[src/rtl/store_align_unit.sv]
`default_nettype none
// ============================================================================
// Module      : store_align_unit
// Description : Store-data alignment and split unit. Aligns LSB-justified
//               store data onto memory byte lanes, generates the byte write
//               mask, and splits word-boundary-crossing stores into two beats
//               (or traps them when misaligned stores are disallowed).
// Revision    : 1.0 - initial release
// ============================================================================
module store_align_unit #(
    parameter int XLEN             = 32,
    parameter int ADDR_W           = 32,
    parameter bit ALLOW_MISALIGNED = 1'b1
) (
    input  logic              clk,
    input  logic              rst,
    input  logic              req_valid,
    output logic              req_ready,
    input  logic [ADDR_W-1:0] req_addr,
    input  logic [1:0]        req_size,
    input  logic [XLEN-1:0]   req_data,
    output logic              mem_valid,
    input  logic              mem_ready,
    output logic [ADDR_W-1:0] mem_addr,
    output logic [XLEN-1:0]   mem_wdata,
    output logic [XLEN/8-1:0] mem_wmask,
    output logic              misalign_fault,
    output logic              busy
);

    localparam int NB    = XLEN / 8;
    localparam int OFF_W = $clog2(NB);
    localparam int MW    = 2 * NB;

    typedef enum logic [1:0] {
        IDLE       = 2'd0,
        BEAT_LAST  = 2'd1,
        BEAT_FIRST = 2'd2
    } state_t;

    state_t            state, state_n;
    logic [ADDR_W-1:0] addr_n, hi_addr, hi_addr_n;
    logic [XLEN-1:0]   wdata_n, hi_wdata, hi_wdata_n;
    logic [NB-1:0]     wmask_n, hi_wmask, hi_wmask_n;
    logic              fault_n;

    logic [OFF_W-1:0]  off;
    logic [OFF_W-1:0]  size_low_mask;
    logic [MW-1:0]     base_mask, wide_mask;
    logic [2*XLEN-1:0] base_data, wide_data;
    logic [ADDR_W-1:0] aligned_addr;
    logic              illegal_size, misaligned, accept;

    assign off          = req_addr[OFF_W-1:0];
    assign aligned_addr = {req_addr[ADDR_W-1:OFF_W], {OFF_W{1'b0}}};
    assign illegal_size = (XLEN == 32) && (req_size == 2'b11);
    assign req_ready    = (state == IDLE) || ((state == BEAT_LAST) && mem_ready);
    assign accept       = req_valid && req_ready;
    assign mem_valid    = (state != IDLE);
    assign busy         = (state != IDLE);

    // Size decode: unshifted byte mask and natural-alignment offset mask.
    always_comb begin
        base_mask     = '0;
        size_low_mask = '0;
        case (req_size)
            2'b00: begin base_mask = MW'(8'h01); size_low_mask = '0;            end
            2'b01: begin base_mask = MW'(8'h03); size_low_mask = OFF_W'(3'd1);  end
            2'b10: begin base_mask = MW'(8'h0F); size_low_mask = OFF_W'(3'd3);  end
            default: begin base_mask = MW'(8'hFF); size_low_mask = OFF_W'(3'd7); end
        endcase
    end

    assign misaligned = !ALLOW_MISALIGNED && (|(off & size_low_mask));

    // Keep only the active store bytes so unused lanes are driven zero.
    always_comb begin
        base_data = '0;
        for (int i = 0; i < NB; i++) begin
            if (base_mask[i]) base_data[8*i +: 8] = req_data[8*i +: 8];
        end
    end

    assign wide_mask = base_mask << off;
    assign wide_data = base_data << {off, 3'b000};

    // Next-state and next-output decode for the beat sequencer.
    always_comb begin
        state_n    = state;
        addr_n     = mem_addr;
        wdata_n    = mem_wdata;
        wmask_n    = mem_wmask;
        hi_addr_n  = hi_addr;
        hi_wdata_n = hi_wdata;
        hi_wmask_n = hi_wmask;
        fault_n    = 1'b0;

        if (state == BEAT_FIRST) begin
            if (mem_ready) begin
                addr_n  = hi_addr;
                wdata_n = hi_wdata;
                wmask_n = hi_wmask;
                state_n = BEAT_LAST;
            end
        end else begin
            if ((state == BEAT_LAST) && mem_ready) state_n = IDLE;
            if (accept) begin
                if (illegal_size || misaligned) begin
                    fault_n = 1'b1;
                    state_n = IDLE;
                end else begin
                    addr_n     = aligned_addr;
                    wdata_n    = wide_data[XLEN-1:0];
                    wmask_n    = wide_mask[NB-1:0];
                    hi_addr_n  = aligned_addr + ADDR_W'(NB);
                    hi_wdata_n = wide_data[2*XLEN-1:XLEN];
                    hi_wmask_n = wide_mask[MW-1:NB];
                    state_n    = (|wide_mask[MW-1:NB]) ? BEAT_FIRST : BEAT_LAST;
                end
            end
        end
    end

    // State and output registers; reset discards any pending beat.
    always_ff @(posedge clk) begin
        if (rst) begin
            state          <= IDLE;
            mem_addr       <= '0;
            mem_wdata      <= '0;
            mem_wmask      <= '0;
            hi_addr        <= '0;
            hi_wdata       <= '0;
            hi_wmask       <= '0;
            misalign_fault <= 1'b0;
        end else begin
            state          <= state_n;
            mem_addr       <= addr_n;
            mem_wdata      <= wdata_n;
            mem_wmask      <= wmask_n;
            hi_addr        <= hi_addr_n;
            hi_wdata       <= hi_wdata_n;
            hi_wmask       <= hi_wmask_n;
            misalign_fault <= fault_n;
        end
    end

endmodule
`default_nettype wire
[config.mk]
export PLATFORM = sky130hd
export DESIGN_NAME = store_align_unit
export DESIGN_NICKNAME = d
export VERILOG_FILES = /design/src/rtl/store_align_unit.sv
export SDC_FILE = /design/constraint.sdc
export NUM_CORES = 1
export LEC_CHECK = 0
export CAP_MARGIN = 25
export CORE_ASPECT_RATIO = 1.1
export CORE_UTILIZATION = 64
export DETAILED_ROUTE_END_ITERATION = 6
export DONT_BUFFER_PORTS = 1
export GPL_ROUTABILITY_DRIVEN = 0
export PLACE_DENSITY = 0.8
export REMOVE_ABC_BUFFERS = 1
export SYNTH_ARGS = -nofsm -noshare
export SYNTH_HDL_FRONTEND = slang
export SYNTH_SLANG_ARGS = --single-unit
[constraint.sdc]
create_clock -name clk -period 2.3 [get_ports clk]
set_input_delay 0.345 -clock clk [delete_from_list [all_inputs] [get_ports clk]]
set_output_delay 0.345 -clock clk [all_outputs]
set_load 0.05 [all_outputs]
Word level (Yosys, flattened, before mapping)
Index checks and enable logic that the tools add are counted.
{"block": "word_totals", "ff_bits": 139, "latch_bits": 0, "ram_bits": 0, "mem_bits_ro": 0, "inputBits": 70, "out_inout_bits": 72, "elab_cells": 58, "n_memories": 0}
{"block": "op_classes", "add_sub_neg": 1, "mul": 0, "n_div": 0, "order_cmp": 0, "eq_ne": 7, "n_shift": 2, "mux": 24, "n_bitwise": 3, "reduce_logical": 13}
{"op": "$mux 32", "count": 8}
{"op": "$shl 32x5->64", "count": 1}
{"op": "$add 32x3->32 const B", "count": 1}
{"op": "$mux 8", "count": 4}
{"op": "$pmux 8 s3", "count": 1}
{"op": "$mux 4", "count": 4}
{"op": "$mux 2", "count": 6}
{"op": "$shl 8x2->8", "count": 1}
{"op": "$eq 2x2->1 const B", "count": 3}
{"op": "$reduce_and 3->1", "count": 2}
{"op": "$eq 2x1->1 const B", "count": 2}
{"op": "$logic_not 2->1", "count": 2}
{"op": "$reduce_bool 2->1", "count": 2}
{"op": "$reduce_or 4->1", "count": 1}
{"op": "$not 1->1", "count": 3}
{"op": "$reduce_bool 3->1", "count": 1}
{"op": "$reduce_or 3->1", "count": 1}
{"op": "$logic_and 1x1->1", "count": 2}
{"op": "$ne 2x1->1 const B", "count": 1}
{"op": "$ne 2x2->1 const B", "count": 1}
{"op": "$reduce_and 2->1", "count": 1}
{"op": "$logic_or 1x1->1", "count": 1}
{"op": "$mux 1", "count": 1}

Depth between registers and ports, before layout
{"block": "logic_depth", "ltp_word": 8, "ltp_mapped": 8}

Least setup slack after synthesis
OpenSTA, ideal clock, no wires.
{"block": "synth_path", "path_kind": "input to register", "from": "in req_addr[11]", "to": "reg hi_addr[24]", "setup_time_ns": 0.132, "arrival_ns": 1.849, "required_ns": 2.168, "setup_slack_ns": 0.319, "cell_stages": 7, "cell_sequence": "buf_4 nand4_1 or4_4 buf_6 or4_1 a21oi_1 nor3_1"}
{"block": "synth_between", "elab_chain_cells": 1}
{"element": "start, declared", "line": "19", "source": "input logic [ADDR_W-1:0] req_addr,"}
{"element": "$add 32x3->32", "line": "115", "source": "hi_addr_n = aligned_addr + ADDR_W'(NB);"}
{"element": "end signal, assigned", "line": "140", "source": "hi_addr <= hi_addr_n;"}
{"element": "end, declared", "line": "42", "source": "logic [ADDR_W-1:0] addr_n, hi_addr, hi_addr_n;"}
No other way between the ends.
A chain may end at the register's enable or synchronous reset.

Final worst setup path
{"block": "layout_path", "from": "reg state[0]", "to": "reg hi_wdata[15]"}
{"block": "layout_between", "elab_chain_cells": 5}
{"element": "start, declared", "line": "41", "source": "state_t state, state_n;"}
{"element": "start signal, assigned", "line": "136", "source": "state <= state_n;"}
{"element": "$eq 2x1->1", "line": "57", "source": "assign req_ready = (state == IDLE) || ((state == BEAT_LAST) && mem_ready);"}
{"element": "$logic_and 1x1->1", "line": "57"}
{"element": "$logic_or 1x1->1", "line": "57"}
{"element": "$logic_and 1x1->1", "line": "58", "source": "assign accept = req_valid && req_ready;"}
{"element": "$reduce_and 3->1 (no line) (*)"}
{"element": "end signal, assigned", "line": "141", "source": "hi_wdata <= hi_wdata_n;"}
{"element": "end, declared", "line": "43", "source": "logic [XLEN-1:0] wdata_n, hi_wdata, hi_wdata_n;"}
Every way passes the cells marked *; elsewhere a longest branch is shown, timed or not.

==> out/results.tsv <==
stage	metric	value	unit
status	status	finished with violations	
status	violations	hold timing	
timing	fin_crit	2240	ps
synthesis	avgSynthCellArea	8.02	µm²
drt	drtIter0Drc	413	
timing	maxSlewViolCount	0	
timing	relSlewSlack	62.4	%
layout	instances_no_fill	932	
clock_network	cts_tree	built	
synthesis	synth_top_family_by_area	simple AND/OR/NAND/NOR gates	
timing	final_hold_viol_count	4	
die	die_y	106	µm
power_and_ir_drop	vdd_drop_max	552	µV
global_route	grt.overflow.total	0	
layout	n_antenna_cell	0	
place	dp_cells	846	
setup_path	crit_buf_inv	2	
setup_path	cp_slowest_cell	dlygate4sd3_1	
global_route	grt_max_degree	121	
layout	layout-drive-gt1-share	10.4	%
timing	period_share	97.2	%
synthesis	synthSimpleGateAreaFrac	25.7	%
synthesis	synth_edf_count	0	
synthesis	synthFlopType	dfxtp_1	
synthesis	synth_cells	781	
setup_path	start_kind	flop	
setup_path	cp_cell_sequence	nor2b_4 > nand3b_1 > buf_4 > nor3_1 > a21oi_1 > nor2_1 > dlygate4sd3_1	
synthesis	syn_area	6260	µm²
clock_network	numCtsBuffers	17	
setup_path	worstPathMaxFanout	19	
setup_path	reg2reg_slack	60	ps
synthesis	async_flop_share	0	%
timing	clock.fmax	0.447	GHz
timing	hold_ws	-6.39	ps
die	std_cell_rows	37	
synthesis	synth_xor_xnor_area_share	3.64	%
global_route	grt_usage	34.4	%
place	pre_cts_ws	225	ps
layout	final_common_cell	nand2_1	
clock_network	clockBufferDepth	2	
timing	fin_worst_skew	5.69	ps
synthesis	yosys_warnings	0	
clock_network	insertion_delay	540	ps
drt	vias_per_cell	6.64	
synthesis	netlist-cell-type-count	55	
global_route	grt_pass1_vias	5697	
layout	area_delta_synth_final	19.7	%
drt	drc_errors	0	
setup_path	end_kind	flop	
synthesis	ys_ff_latch	127	
layout	layout.nets	875	
timing	finalSetupViolations	0	
die	io_pins	142	
layout	post-route-util	79.3	%
synthesis	synth_fa_ha_area_share	0.200	%
layout	layout_common_cells	128 x nand2_1, 126 x dfxtp_1, 118 x nor2_1, 55 x dlygate4sd3_1, 45 x a21oi_1	
synthesis	seq_area_frac_synth	40.6	%
min_path	hold_class	in2reg	
drt	detail-route-antenna-nets	0	
clock_network	path_clk_slew	60	ps
timing	worst_slew_pin_slew	564	ps
synthesis	synth_mux_area_share	1.30	%
die	die_w	96.3	µm
synthesis	synth_compound_area_share	22.8	%
setup_path	critPathArrivalTime	2660	ps
place	io_buffers	0	
drt	wl	18800	µm
drt	drt_pre_antenna_iters	5	
timing	fin_ws	63.8	ps
power_and_ir_drop	p_leak	2.77	nW
die	start_util	66.3	%
die	dieArea	10200	µm²
die	core	9440	µm²
global_route	grt_pass1_wl	27000	µm
global_route	antenna_found_initial	0	
setup_path	path_delay_family	buffers and inverters	
flow_run	drv_cap	0	
place	dp.final_hpwl	10800	µm
setup_path	critical_path_class	reg2reg	
clock_network	cts-root-buf	clkbuf_8	
clock_network	cts.sinks	127	
clock_network	htreeDepth	4	
power_and_ir_drop	p_per_area	873	nW/µm²
setup_path	cp.required	2730	ps
drt	vias	6192	
setup_path	slowest_delay	540	ps
drt	routedWlPerCell	20.2	µm
-- power by group --
part / total (mW) / switching [mW] / internal, mW
Sequential: 2.96 / 0.557 / 2.40
Combinational: 0.917 / 0.530 / 0.387
Clock: 2.66 / 0.946 / 1.72
Total: 6.54 / 2.03 / 4.51
-- sequential cells by signal (all words and copies together), names as in the netlist --
signal and flops:
hi_addr 30, hi_wmask 4, misalign_fault 1, state 2, mem_addr 30, mem_wdata 32
hi_wdata 24, mem_wmask 4
-- final cells by class --
class | instances | area (µm²)
multi-input combinational | 574 | 3420
inverter | 8 | 30.0
clock buffer | 23 | 467
tap | 117 | 146
clock inverter | 7 | 110
sequential | 127 | 2540
timing repair buffer | 76 | 778
fill | 605 | 1950
-- cell families after synthesis --
group	count (synthesis)
compound gates	192
flops	127
simple gates	345
other cells	1
fa+ha+maj	1
buf+inv	81
xor+xnor	26
mux	8
-- cells in the mapped netlist (all sizes together), types with 2 or more instances --
master  instances  area, µm²
a221oi         17        149
or4             2       18.8
nor2          118        443
xor2            7       61.3
mux2i           7       70.1
a211oi         39        353
nand3b          9       67.6
a211o           7       61.3
a21oi          46        230
nor3           34        218
clkbuf         56        211
o211ai          3       22.5
buf            17        113
xnor2          19        166
or2             2       12.5
a32o            8       80.1
o21a            8       60.1
nand2b          3       18.8
nand2         128        480
dfxtp         127       2540
inv             8       30.0
a21o            2       15.0
nor2b          12       75.1
nor4            6       77.6
and4            4       36.3
or3             2       12.5
o21ai          24        120
a311oi         32        280
a22oi           2       15.0
nand4           5       46.3
nand3          18       90.1
-- through the flow --
step / area [µm²] / power, mW / TNS, ps
2_1_floorplan: 5940 / 3.57 / -227010
3_3_place_gp: 6320 / 3.73 / 0
3_5_place_dp: 6320 / 3.77 / 0
4_1_cts: 7080 / 6.42 / 0
5_1_grt: 7490 / 6.76 / -77.7
6_report: 7490 / 6.54 / 0
-- final timing paths --
check | start | to | cells after the start
setup reg to reg | state[0]$_SDFFE_PP0P_ | hi_wdata[15]$_SDFFE_PP0P_ | 7
hold reg to reg | hi_wdata[11]$_SDFFE_PP0P_ | hi_wdata[11]$_SDFFE_PP0P_ | 2
setup / recovery | state[0]$_SDFFE_PP0P_ | hi_wdata[15]$_SDFFE_PP0P_ | 7
hold / removal | req_valid | state[1]$_SDFFE_PP0P_ | 2
-- layer usage --
layer / track usage [%] / vias to the layer above / share of wire (%)
met5: 0 / - / 0
met2: 55.7 / 397 / 48
li1: - / 2817 / -
met3: 12.6 / 89 / 11
met4: 17.4 / 0 / 4.0
met1: 39.2 / 2889 / 37
-- what timing repair did --
| action | 4_1_cts | 5_1_grt |
|---|---|---|
| resized for setup | 0 | 5 |
| hold endpoints to repair | 123 | 106 |
| hold buffers | 18 | 38 |
| setup buffers | 0 | 0 |
| endpoints found under the setup margin | 0 | 6 |
Power figures use the tool's default switching activity.
